===== config.mk =====
export PLATFORM = sky130hd
export DESIGN_NAME = ddr3_rw_tester
export DESIGN_NICKNAME = d
export VERILOG_FILES = /design/src/rtl/ddr3_rw_tester.sv
export SDC_FILE = /design/constraint.sdc
export NUM_CORES = 1
export LEC_CHECK = 0
export ABC_AREA = 1
export ABC_CLOCK_PERIOD_IN_PS = 2660
export CAP_MARGIN = 20
export CORE_AREA = 2 2 233 235
export DETAILED_ROUTE_END_ITERATION = 12
export DIE_AREA = 0 0 235 237
export HOLD_SLACK_MARGIN = 0.06
export SYNTH_ARGS = -nofsm -noshare
export SYNTH_HDL_FRONTEND = slang
export SYNTH_SLANG_ARGS = --single-unit

===== constraint.sdc =====
create_clock -name clk -period 2.66 [get_ports clk]
set_input_delay 0.399 -clock clk [delete_from_list [all_inputs] [get_ports clk]]
set_output_delay 0.399 -clock clk [all_outputs]
set_load 0.03 [all_outputs]

===== src/rtl/ddr3_rw_tester.sv =====
// -----------------------------------------------------------------------------
// ddr3_rw_tester
//
// Self-checking traffic source and sink that sits in front of the DDR3
// controller's user ports. One pass writes WORDS pattern words over the fixed
// address window, waits SETTLE idle cycles, requests the same window back and
// compares every returned word against the regenerated pattern. The result of
// the last completed pass is held on pass / timeout / err_cnt / first_err_idx.
//
// Optional feature macro: DDR3_TEST_PRBS_EN
//   defined   : pattern is a 16-bit Fibonacci LFSR (x^16+x^14+x^13+x^11+1),
//               seeded with 16'hACE1 ^ pass_cnt[15:0], widened/truncated to
//               DATA_IN_WIDTH.
//   undefined : pattern(i) = i + pass_cnt[15:0].
//
// Ports
//   clk, rst_n            user clock, asynchronous active-low reset
//   start                 level; begins a pass from IDLE once calibrated
//   loop                  sampled in DONE; chains straight into the next pass
//   init_calib_complete   controller calibration status
//   wr_req                one-cycle write request pulse
//   wr_address_beign/end  constant test window (ADDR_BEGIN / ADDR_END)
//   wr_din, wr_din_vld    write pattern word and its strobe
//   rd_req                one-cycle read request pulse
//   rd_address_beign/end  constant test window (ADDR_BEGIN / ADDR_END)
//   rd_dout, rd_dout_vld  returned word and its strobe
//   busy                  high in every state except IDLE and DONE
//   done                  one-cycle pulse on entry to DONE
//   pass, timeout         result of the last completed pass
//   err_cnt               mismatches in the last pass, saturating
//   first_err_idx         index of first mismatch, 16'hFFFF if none
//   pass_cnt              completed passes since reset, wrapping
// -----------------------------------------------------------------------------
module ddr3_rw_tester #(
    parameter int                    DATA_IN_WIDTH = 16,
    parameter int                    ADDR_WIDTH    = 28,
    parameter logic [ADDR_WIDTH-1:0] ADDR_BEGIN    = '0,
    parameter logic [ADDR_WIDTH-1:0] ADDR_END      = ADDR_WIDTH'(8184),
    parameter int                    WORDS         = 1024,
    parameter int                    SETTLE        = 256,
    parameter int                    TIMEOUT       = 65535
) (
    input  logic                     clk,
    input  logic                     rst_n,
    input  logic                     start,
    input  logic                     loop,
    input  logic                     init_calib_complete,
    output logic                     wr_req,
    output logic [ADDR_WIDTH-1:0]    wr_address_beign,
    output logic [ADDR_WIDTH-1:0]    wr_address_end,
    output logic [DATA_IN_WIDTH-1:0] wr_din,
    output logic                     wr_din_vld,
    output logic                     rd_req,
    output logic [ADDR_WIDTH-1:0]    rd_address_beign,
    output logic [ADDR_WIDTH-1:0]    rd_address_end,
    input  logic [DATA_IN_WIDTH-1:0] rd_dout,
    input  logic                     rd_dout_vld,
    output logic                     busy,
    output logic                     done,
    output logic                     pass,
    output logic                     timeout,
    output logic [15:0]              err_cnt,
    output logic [15:0]              first_err_idx,
    output logic [31:0]              pass_cnt
);

`ifdef DDR3_TEST_PRBS_EN
    localparam int PAT_W = 16;
`else
    localparam int PAT_W = DATA_IN_WIDTH;
`endif

    localparam logic [15:0] WORDS_L    = 16'(WORDS);
    localparam logic [15:0] WORDS_M1   = 16'(WORDS - 1);
    localparam logic [31:0] SETTLE_M1  = 32'(SETTLE - 1);
    localparam logic [31:0] TIMEOUT_M1 = 32'(TIMEOUT - 1);

    typedef enum logic [2:0] {
        IDLE, WR_REQ, WR_DATA, WR_WAIT, RD_REQ, RD_DATA, DONE
    } state_t;

    // Pattern generator state for the first word of a pass.
    function automatic logic [PAT_W-1:0] pat_seed(input logic [15:0] pc);
`ifdef DDR3_TEST_PRBS_EN
        logic [15:0] s;
        s = 16'hACE1 ^ pc;
        return (s == 16'h0000) ? 16'hACE1 : s;
`else
        return PAT_W'(pc);
`endif
    endfunction

    // Pattern generator state for the following word.
    function automatic logic [PAT_W-1:0] pat_next(input logic [PAT_W-1:0] p);
`ifdef DDR3_TEST_PRBS_EN
        logic [15:0] s;
        s = {p[0] ^ p[2] ^ p[3] ^ p[5], p[15:1]};
        return (s == 16'h0000) ? 16'hACE1 : s;
`else
        return p + PAT_W'(1);
`endif
    endfunction

    // Map generator state onto a user data word.
    function automatic logic [DATA_IN_WIDTH-1:0] pat_word(input logic [PAT_W-1:0] p);
`ifdef DDR3_TEST_PRBS_EN
        logic [DATA_IN_WIDTH-1:0] w;
        for (int i = 0; i < DATA_IN_WIDTH; i++) begin
            w[i] = p[i % 16];
        end
        return w;
`else
        return p;
`endif
    endfunction

    state_t                   state, state_nxt;
    logic [15:0]              wr_idx, rd_idx;
    logic [31:0]              settle_cnt, gap_cnt;
    logic [PAT_W-1:0]         wr_pat, rd_pat;
    logic                     vld_p0;
    logic [DATA_IN_WIDTH-1:0] rd_dout_p0, exp_p0;
    logic [15:0]              idx_p0;
    logic                     accept, mismatch_p0, last_wr, rd_complete, gap_expired;
    logic [15:0]              err_cnt_nxt;

    assign wr_address_beign = ADDR_BEGIN;
    assign wr_address_end   = ADDR_END;
    assign rd_address_beign = ADDR_BEGIN;
    assign rd_address_end   = ADDR_END;
    assign wr_din           = pat_word(wr_pat);

    // Words beyond the expected count are dropped so a late extra word
    // cannot disturb the final comparison.
    assign accept      = (state == RD_DATA) && rd_dout_vld && (rd_idx != WORDS_L);
    assign mismatch_p0 = vld_p0 && (rd_dout_p0 != exp_p0);
    assign last_wr     = (state == WR_DATA) && (wr_idx == WORDS_M1);
    assign rd_complete = (state == RD_DATA) && vld_p0 && (idx_p0 == WORDS_M1);
    // gap_cnt holds cycles since the last accepted word (or rd_req), so this
    // puts DONE exactly TIMEOUT cycles after that event.
    assign gap_expired = (state == RD_DATA) && !accept && (gap_cnt >= TIMEOUT_M1);

    always_comb begin
        err_cnt_nxt = err_cnt;
        if (mismatch_p0 && (err_cnt != 16'hFFFF)) begin
            err_cnt_nxt = err_cnt + 16'd1;
        end
    end

    always_comb begin
        state_nxt = state;
        case (state)
            IDLE:    if (start && init_calib_complete) state_nxt = WR_REQ;
            WR_REQ:  state_nxt = WR_DATA;
            WR_DATA: if (last_wr) state_nxt = (SETTLE == 0) ? RD_REQ : WR_WAIT;
            WR_WAIT: if (settle_cnt == SETTLE_M1) state_nxt = RD_REQ;
            RD_REQ:  state_nxt = RD_DATA;
            RD_DATA: if (rd_complete || gap_expired) state_nxt = DONE;
            DONE:    state_nxt = (loop && init_calib_complete) ? WR_REQ : IDLE;
            default: state_nxt = IDLE;
        endcase
    end

    always_ff @(posedge clk or negedge rst_n) begin
        if (!rst_n) begin
            state         <= IDLE;
            wr_req        <= 1'b0;
            wr_din_vld    <= 1'b0;
            rd_req        <= 1'b0;
            busy          <= 1'b0;
            done          <= 1'b0;
            pass          <= 1'b0;
            timeout       <= 1'b0;
            err_cnt       <= 16'h0000;
            first_err_idx <= 16'hFFFF;
            pass_cnt      <= 32'd0;
            wr_idx        <= 16'd0;
            rd_idx        <= 16'd0;
            settle_cnt    <= 32'd0;
            gap_cnt       <= 32'd0;
            wr_pat        <= '0;
            vld_p0        <= 1'b0;
        end else begin
            state      <= state_nxt;
            // Strobes are registered from the next state so they line up
            // exactly with the state they describe.
            wr_req     <= (state_nxt == WR_REQ);
            wr_din_vld <= (state_nxt == WR_DATA);
            rd_req     <= (state_nxt == RD_REQ);
            busy       <= (state_nxt != IDLE) && (state_nxt != DONE);
            done       <= (state_nxt == DONE);
            vld_p0     <= accept;

            err_cnt <= err_cnt_nxt;
            if (mismatch_p0 && (first_err_idx == 16'hFFFF)) begin
                first_err_idx <= idx_p0;
            end
            if (gap_expired && !rd_complete) begin
                timeout <= 1'b1;
            end
            if (state_nxt == DONE) begin
                pass     <= (err_cnt_nxt == 16'h0000) && !(gap_expired && !rd_complete);
                pass_cnt <= pass_cnt + 32'd1;
            end

            case (state)
                WR_REQ: begin
                    wr_idx        <= 16'd0;
                    err_cnt       <= 16'h0000;
                    timeout       <= 1'b0;
                    first_err_idx <= 16'hFFFF;
                    wr_pat        <= pat_seed(pass_cnt[15:0]);
                end
                WR_DATA: begin
                    wr_idx     <= wr_idx + 16'd1;
                    wr_pat     <= pat_next(wr_pat);
                    settle_cnt <= 32'd0;
                end
                WR_WAIT: settle_cnt <= settle_cnt + 32'd1;
                RD_REQ: begin
                    rd_idx  <= 16'd0;
                    gap_cnt <= 32'd1;
                end
                RD_DATA: begin
                    if (accept) begin
                        rd_idx  <= rd_idx + 16'd1;
                        gap_cnt <= 32'd1;
                    end else begin
                        gap_cnt <= gap_cnt + 32'd1;
                    end
                end
                default: ;
            endcase
        end
    end

    // ---- stage p0: capture returned word with its expected value ----
    always_ff @(posedge clk) begin
        if (state == RD_REQ) begin
            rd_pat <= pat_seed(pass_cnt[15:0]);
        end else if (accept) begin
            rd_pat <= pat_next(rd_pat);
        end
        rd_dout_p0 <= rd_dout;
        exp_p0     <= pat_word(rd_pat);
        idx_p0     <= rd_idx;
    end

endmodule


Word level (Yosys, flattened, before mapping)
Cells that the tools add are included.
{"block": "word_totals", "ff_bits": 251, "in_bits": 22}
{"block": "op_classes", "addsub": 8, "n_lt_le_gt_ge": 1, "eq_ne": 19, "n_mux": 21, "reduce_logical": 29}
{"cell": "$pmux W32 S2", "count": 2}
{"cell": "$mux W16", "count": 7}
{"cell": "$add A32 B1 Y32 const B", "count": 3}
{"cell": "$pmux W16 S2", "count": 3}
{"cell": "$add A16 B1 Y16 const B", "count": 5}
{"cell": "$eq A16 B10 Y1 const B", "count": 2}
{"cell": "$eq A32 B8 Y1 const B", "count": 1}
{"cell": "$ge A32 B16 Y1 const B", "count": 1}
{"cell": "$mux W32", "count": 1}
{"cell": "$pmux W3 S7", "count": 1}
{"cell": "$eq A16 B16 Y1 const B", "count": 1}
{"cell": "$logic_not A16 Y1", "count": 1}
{"cell": "$ne A16 B11 Y1 const B", "count": 1}
{"cell": "$ne A16 B16 Y1", "count": 1}
{"cell": "$ne A16 B16 Y1 const B", "count": 1}
{"cell": "$eq A3 B3 Y1 const B", "count": 5}
{"cell": "$logic_and A1 B1 Y1", "count": 15}
{"cell": "$mux W3", "count": 4}
{"cell": "$reduce_bool A2 Y1", "count": 6}
{"cell": "$eq A3 B2 Y1 const B", "count": 3}
{"cell": "$eq A3 B1 Y1 const B", "count": 2}
{"cell": "$logic_not A1 Y1", "count": 3}
{"cell": "$logic_not A3 Y1", "count": 1}
{"cell": "$mux W1", "count": 3}
{"cell": "5 further kinds", "count": 5}

Logic depth before layout (Yosys ltp)
{"block": "depth", "depth_word": 11, "depth_mapped": 15, "depth_no_buf": 14}

Worst setup path before layout
No wires, ideal clock.
{"block": "synth_timing", "kind": "register to register", "startpoint": "reg err_cnt[0]", "endpoint": "reg pass", "arrival_time_ns": 2.061, "required_ns": 2.582, "setup_slack_ns": 0.521, "stages_incl_launch_ff": 15, "n_path_buf": 1, "synth_period_minus_slack_ns": 2.139, "cell_sequence": "dfrtp_1 -> ha_1 -> nand3_1 -> inv_1 -> nand2_1 -> nor3_1 -> nand2_1 -> nand3_1 -> buf_2 -> nand2_1 -> nand2_1 -> nand2_1 -> nor2_1 -> nand3_1 -> o21bai_1"}
{"block": "synth_via", "elab_chain_cells": 5}
{"element": "start: declaration", "line_no": "62", "text": "output logic [15:0] err_cnt,"}
{"element": "start signal: assignment", "line_no": "194", "text": "err_cnt <= err_cnt_nxt;"}
{"element": "branches (longest 2 deep; another with $add A16 B1 Y16)"}
{"element": "$mux W16 *", "line_no": "145", "text": "if (mismatch_p0 && (err_cnt != 16'hFFFF)) begin"}
{"element": "$logic_not A16 Y1 *", "line_no": "202", "text": "pass <= (err_cnt_nxt == 16'h0000) && !(gap_expired && !rd_complete);"}
{"element": "$logic_and A1 B1 Y1 *", "line_no": "202"}
{"element": "end signal: assignment", "line_no": "202"}
{"element": "end: declaration", "line_no": "60", "text": "output logic pass,"}
Every way passes the cells marked *.
A chain may end at the register's enable or synchronous reset.

Final worst setup path
Same ends and word-level chain as after synthesis.

==> flow_summary.json <==
{
  "start_kind": "register",
  "leakage_nw": 7.17,
  "powerDensity_nw_per_um2": 513,
  "finalNetCount": 1791,
  "min_path_cells": 1,
  "grt-ovfl-total": 0,
  "gp_congestion": 0.855,
  "synthMuxAreaShare": 0.00227,
  "port_buffers": 108,
  "grt_pass1_wl_um": 54100,
  "wire_per_inst_um": 13.5,
  "gr-usage-all-layers": 0.117,
  "vias": 10818,
  "yosys.area_share.simple": 0.245,
  "synth_compound_area_frac": 0.0855,
  "crit_arrival_ps": 2800,
  "seq_area_frac_synth": 0.465,
  "netlist_area_um2": 13200,
  "seqPwrFrac": 0.477,
  "ios": 221,
  "drt_iter0_markers": 739,
  "fin_skew_ps": 15.9,
  "slew_headroom": 0.595,
  "die_h_um": 237,
  "die_w_um": 235,
  "place_inst": 2423,
  "ff2ff_path_depth": 14,
  "r2r_slack_ps": 340,
  "clockPowerShare": 0.483,
  "status": "completed",
  "yosys.cell_types.count": 52,
  "clk_pin_slew_ps": 60,
  "fp-row-count": 85,
  "slew_violations": 0,
  "min_path_type": "in2reg",
  "cts_tree": "yes",
  "path_max_fanout": 11,
  "synth_top_family_by_area": "simple AND/OR/NAND/NOR gates",
  "hpwlAfterDp_um": 24600,
  "synth-async-reset-ratio": 0.745,
  "htreeDepth": 1,
  "intPower_mw": 6.24,
  "p_sw_frac": 0.229,
  "rsz0062_at_grt": "false",
  "final_cell_mix": "nand2_1, inv_1, dfrtp_1",
  "setup_tns_ps": 0,
  "wl_um": 33300,
  "grt_pass1_vias": 10497,
  "clock_latency_ps": 550,
  "synthXorXnorAreaFrac": 0.0564,
  "layout.cells.non_filler": 2476,
  "cts.sinks": 251,
  "cap_violations": 0,
  "yosys_warnings": 0,
  "crit_type": "reg2reg",
  "clk_path_buf_depth": 3,
  "synth-edff-count": 16,
  "p_comb_frac": 0.040,
  "antenna_cells": 0,
  "synthCells": 1629,
  "syn2layout_area_growth_pct": 19.4,
  "drive_gt1_frac": 0.0635,
  "via_per_inst": 4.37,
  "crit_path_end_kind": "register",
  "layout_commonest_cell": "nand2_1",
  "required_ps": 3140,
  "tightest_slew_ps": 599,
  "die_area_um2": 55700,
  "reg2reg_from": "err_cnt[0]$_DFF_PN0_",
  "drtAntennaViolNets": 0,
  "grt_max_degree": 57,
  "hold_start": "rd_dout[12]",
  "hold_violations": 0,
  "post_cts_buffers": 0,
  "r2r_end": "pass$_DFFE_PN0N_",
  "setup_viol_count_final": 0,
  "cts_made_buffers": 29,
  "synth_seq_cells": 251,
  "coreArea_um2": 53300,
  "drc": 0,
  "syn_area_per_cell_um2": 8.10,
  "hold_end": "rd_dout_p0[12]$_DFF_P_",
  "antenna_found_initial": 1,
  "synthAdderAreaFrac": 0.00948,
  "dr.pass1.iters": 5,
  "switchingPower_mw": 1.85,
  "cts_root_buffer": "clkbuf_16",
  "synth-main-ff-cell": "dfrtp_1",
  "clock.fmax_mhz": 431,
  "min_period_ps": 2320,
  "start_util": 0.248,
  "irDropWorstVdd_mv": 0.298,
  "post-route-period-util": 0.873
}
stage by stage:
step / util / power [mW] / instance area [µm²] / worst slack, ps / hold slack, ps
floorplan: - / 4.28 / 13600 / 521 / 103
global placement: 0.278 / 4.26 / 14800 / 315 / 363
detailed placement: 0.278 / 4.26 / 14800 / 257 / 362
CTS: 0.296 / 8.24 / 15800 / 231 / 268
global route: 0.296 / 8.42 / 15800 / 61.7 / 282
finish: 0.296 / 8.10 / 15800 / 338 / 294
worst max-delay path, cell delays in order, from the launching register on:
cell and delay (ps):
dfrtp_1 430, ha_1 230, nand3_1 150, inv_1 110, nand2_1 80, nor3_1 160, nand2_1 120, nand3_2 200
buf_4 210, nand2_1 70, nand2_1 80, nand2_1 60, nor2_1 120, nand3_1 100, o21bai_1 130
metal layers:
| layer | global-route usage | share of wire | wire, µm | vias up |
|---|---|---|---|---|
| met5 | 0 | 0.00030 | 10 | - |
| met4 | 0.0393 | 0.025 | 825 | 2 |
| met3 | 0.0252 | 0.060 | 2000 | 57 |
| met2 | 0.196 | 0.46 | 15500 | 255 |
| met1 | 0.150 | 0.45 | 15000 | 5141 |
| li1 | - | - | - | 5363 |
timing repair:
item,CTS,global route
endpoints found under the hold margin,50,0
hold buffers,1,0
setup endpoints to repair,0,1
gates resized for setup,0,1
Yosys cell counts, types with 5 or more instances:
cell,n,share of area
a21oi_1,42,0.016
a22oi_1,7,0.0040
a31oi_1,5,0.0024
buf_2,5,0.0019
buf_4,116,0.066
clkbuf_1,21,0.0060
dfrtp_1,171,0.32
dfstp_2,16,0.032
dfxtp_1,48,0.073
edfxtp_1,16,0.036
ha_1,10,0.0095
inv_1,207,0.059
inv_2,5,0.0014
nand2_1,333,0.095
nand3_1,86,0.033
nand4_1,49,0.023
nor2_1,159,0.045
nor3_1,50,0.019
nor3_2,9,0.0068
nor4_1,25,0.012
o211ai_1,5,0.0028
o21ai_0,80,0.030
o221ai_1,10,0.0066
o22ai_1,21,0.010
o31ai_1,8,0.0045
xnor2_1,23,0.015
xor2_1,62,0.041
cells by family after synthesis:
kind of cell,after synthesis
buffers and inverters,359
DFF,251
adders and majority gates,10
AOI/OAI and AO/OA,192
other,2
xor gates and xnor gates,85
and+or+nand+nor,727
muxes,3
how the worst max path moves through the flow:
stage / to / start / cells past startpoint / slack (ps)
after floorplan: pass$_DFFE_PN0N_ / err_cnt[0]$_DFF_PN0_ / 14 / 520
after global placement: pass$_DFFE_PN0N_ / err_cnt[0]$_DFF_PN0_ / 14 / 320
after detailed placement: pass$_DFFE_PN0N_ / err_cnt[0]$_DFF_PN0_ / 14 / 260
after CTS: pass$_DFFE_PN0N_ / err_cnt[0]$_DFF_PN0_ / 14 / 230
after global routing: pass_cnt[26]$_DFFE_PN0N_ / pass_cnt[1]$_DFFE_PN0N_ / 11 / 60
final: pass$_DFFE_PN0N_ / err_cnt[0]$_DFF_PN0_ / 14 / 340
registers in the layout, summed over array words and instances (netlist names), 3 cells and up:
signal and flops:
state 3, err_cnt 16, rd_idx 16, idx_p0 16, rd_pat 16, wr_din 16, pass_cnt 32, settle_cnt 32
exp_p0 16, rd_dout_p0 16, wr_idx 16, first_err_idx 16, gap_cnt 32
area by class of cell:
type / count / area [µm²]
clock buffer: 45 / 878
clock inverter: 7 / 61.3
fill: 5577 / 37500
inverter: 214 / 803
multi-input combinational: 1129 / 5700
sequential: 251 / 6140
tap: 696 / 871
timing repair buffer: 134 / 1320
power by group through the flow:
stage | Clock (mW) | Sequential, mW | Combinational (mW)
2_1_floorplan | 0 | 3.93 | 0.349
3_3_place_gp | 0 | 3.93 | 0.325
3_5_place_dp | 0 | 3.93 | 0.326
4_1_cts | 4.05 | 3.86 | 0.329
5_1_grt | 4.21 | 3.86 | 0.352
6_report | 3.91 | 3.86 | 0.326
Note: power is estimated with default switching activity, not from simulation.
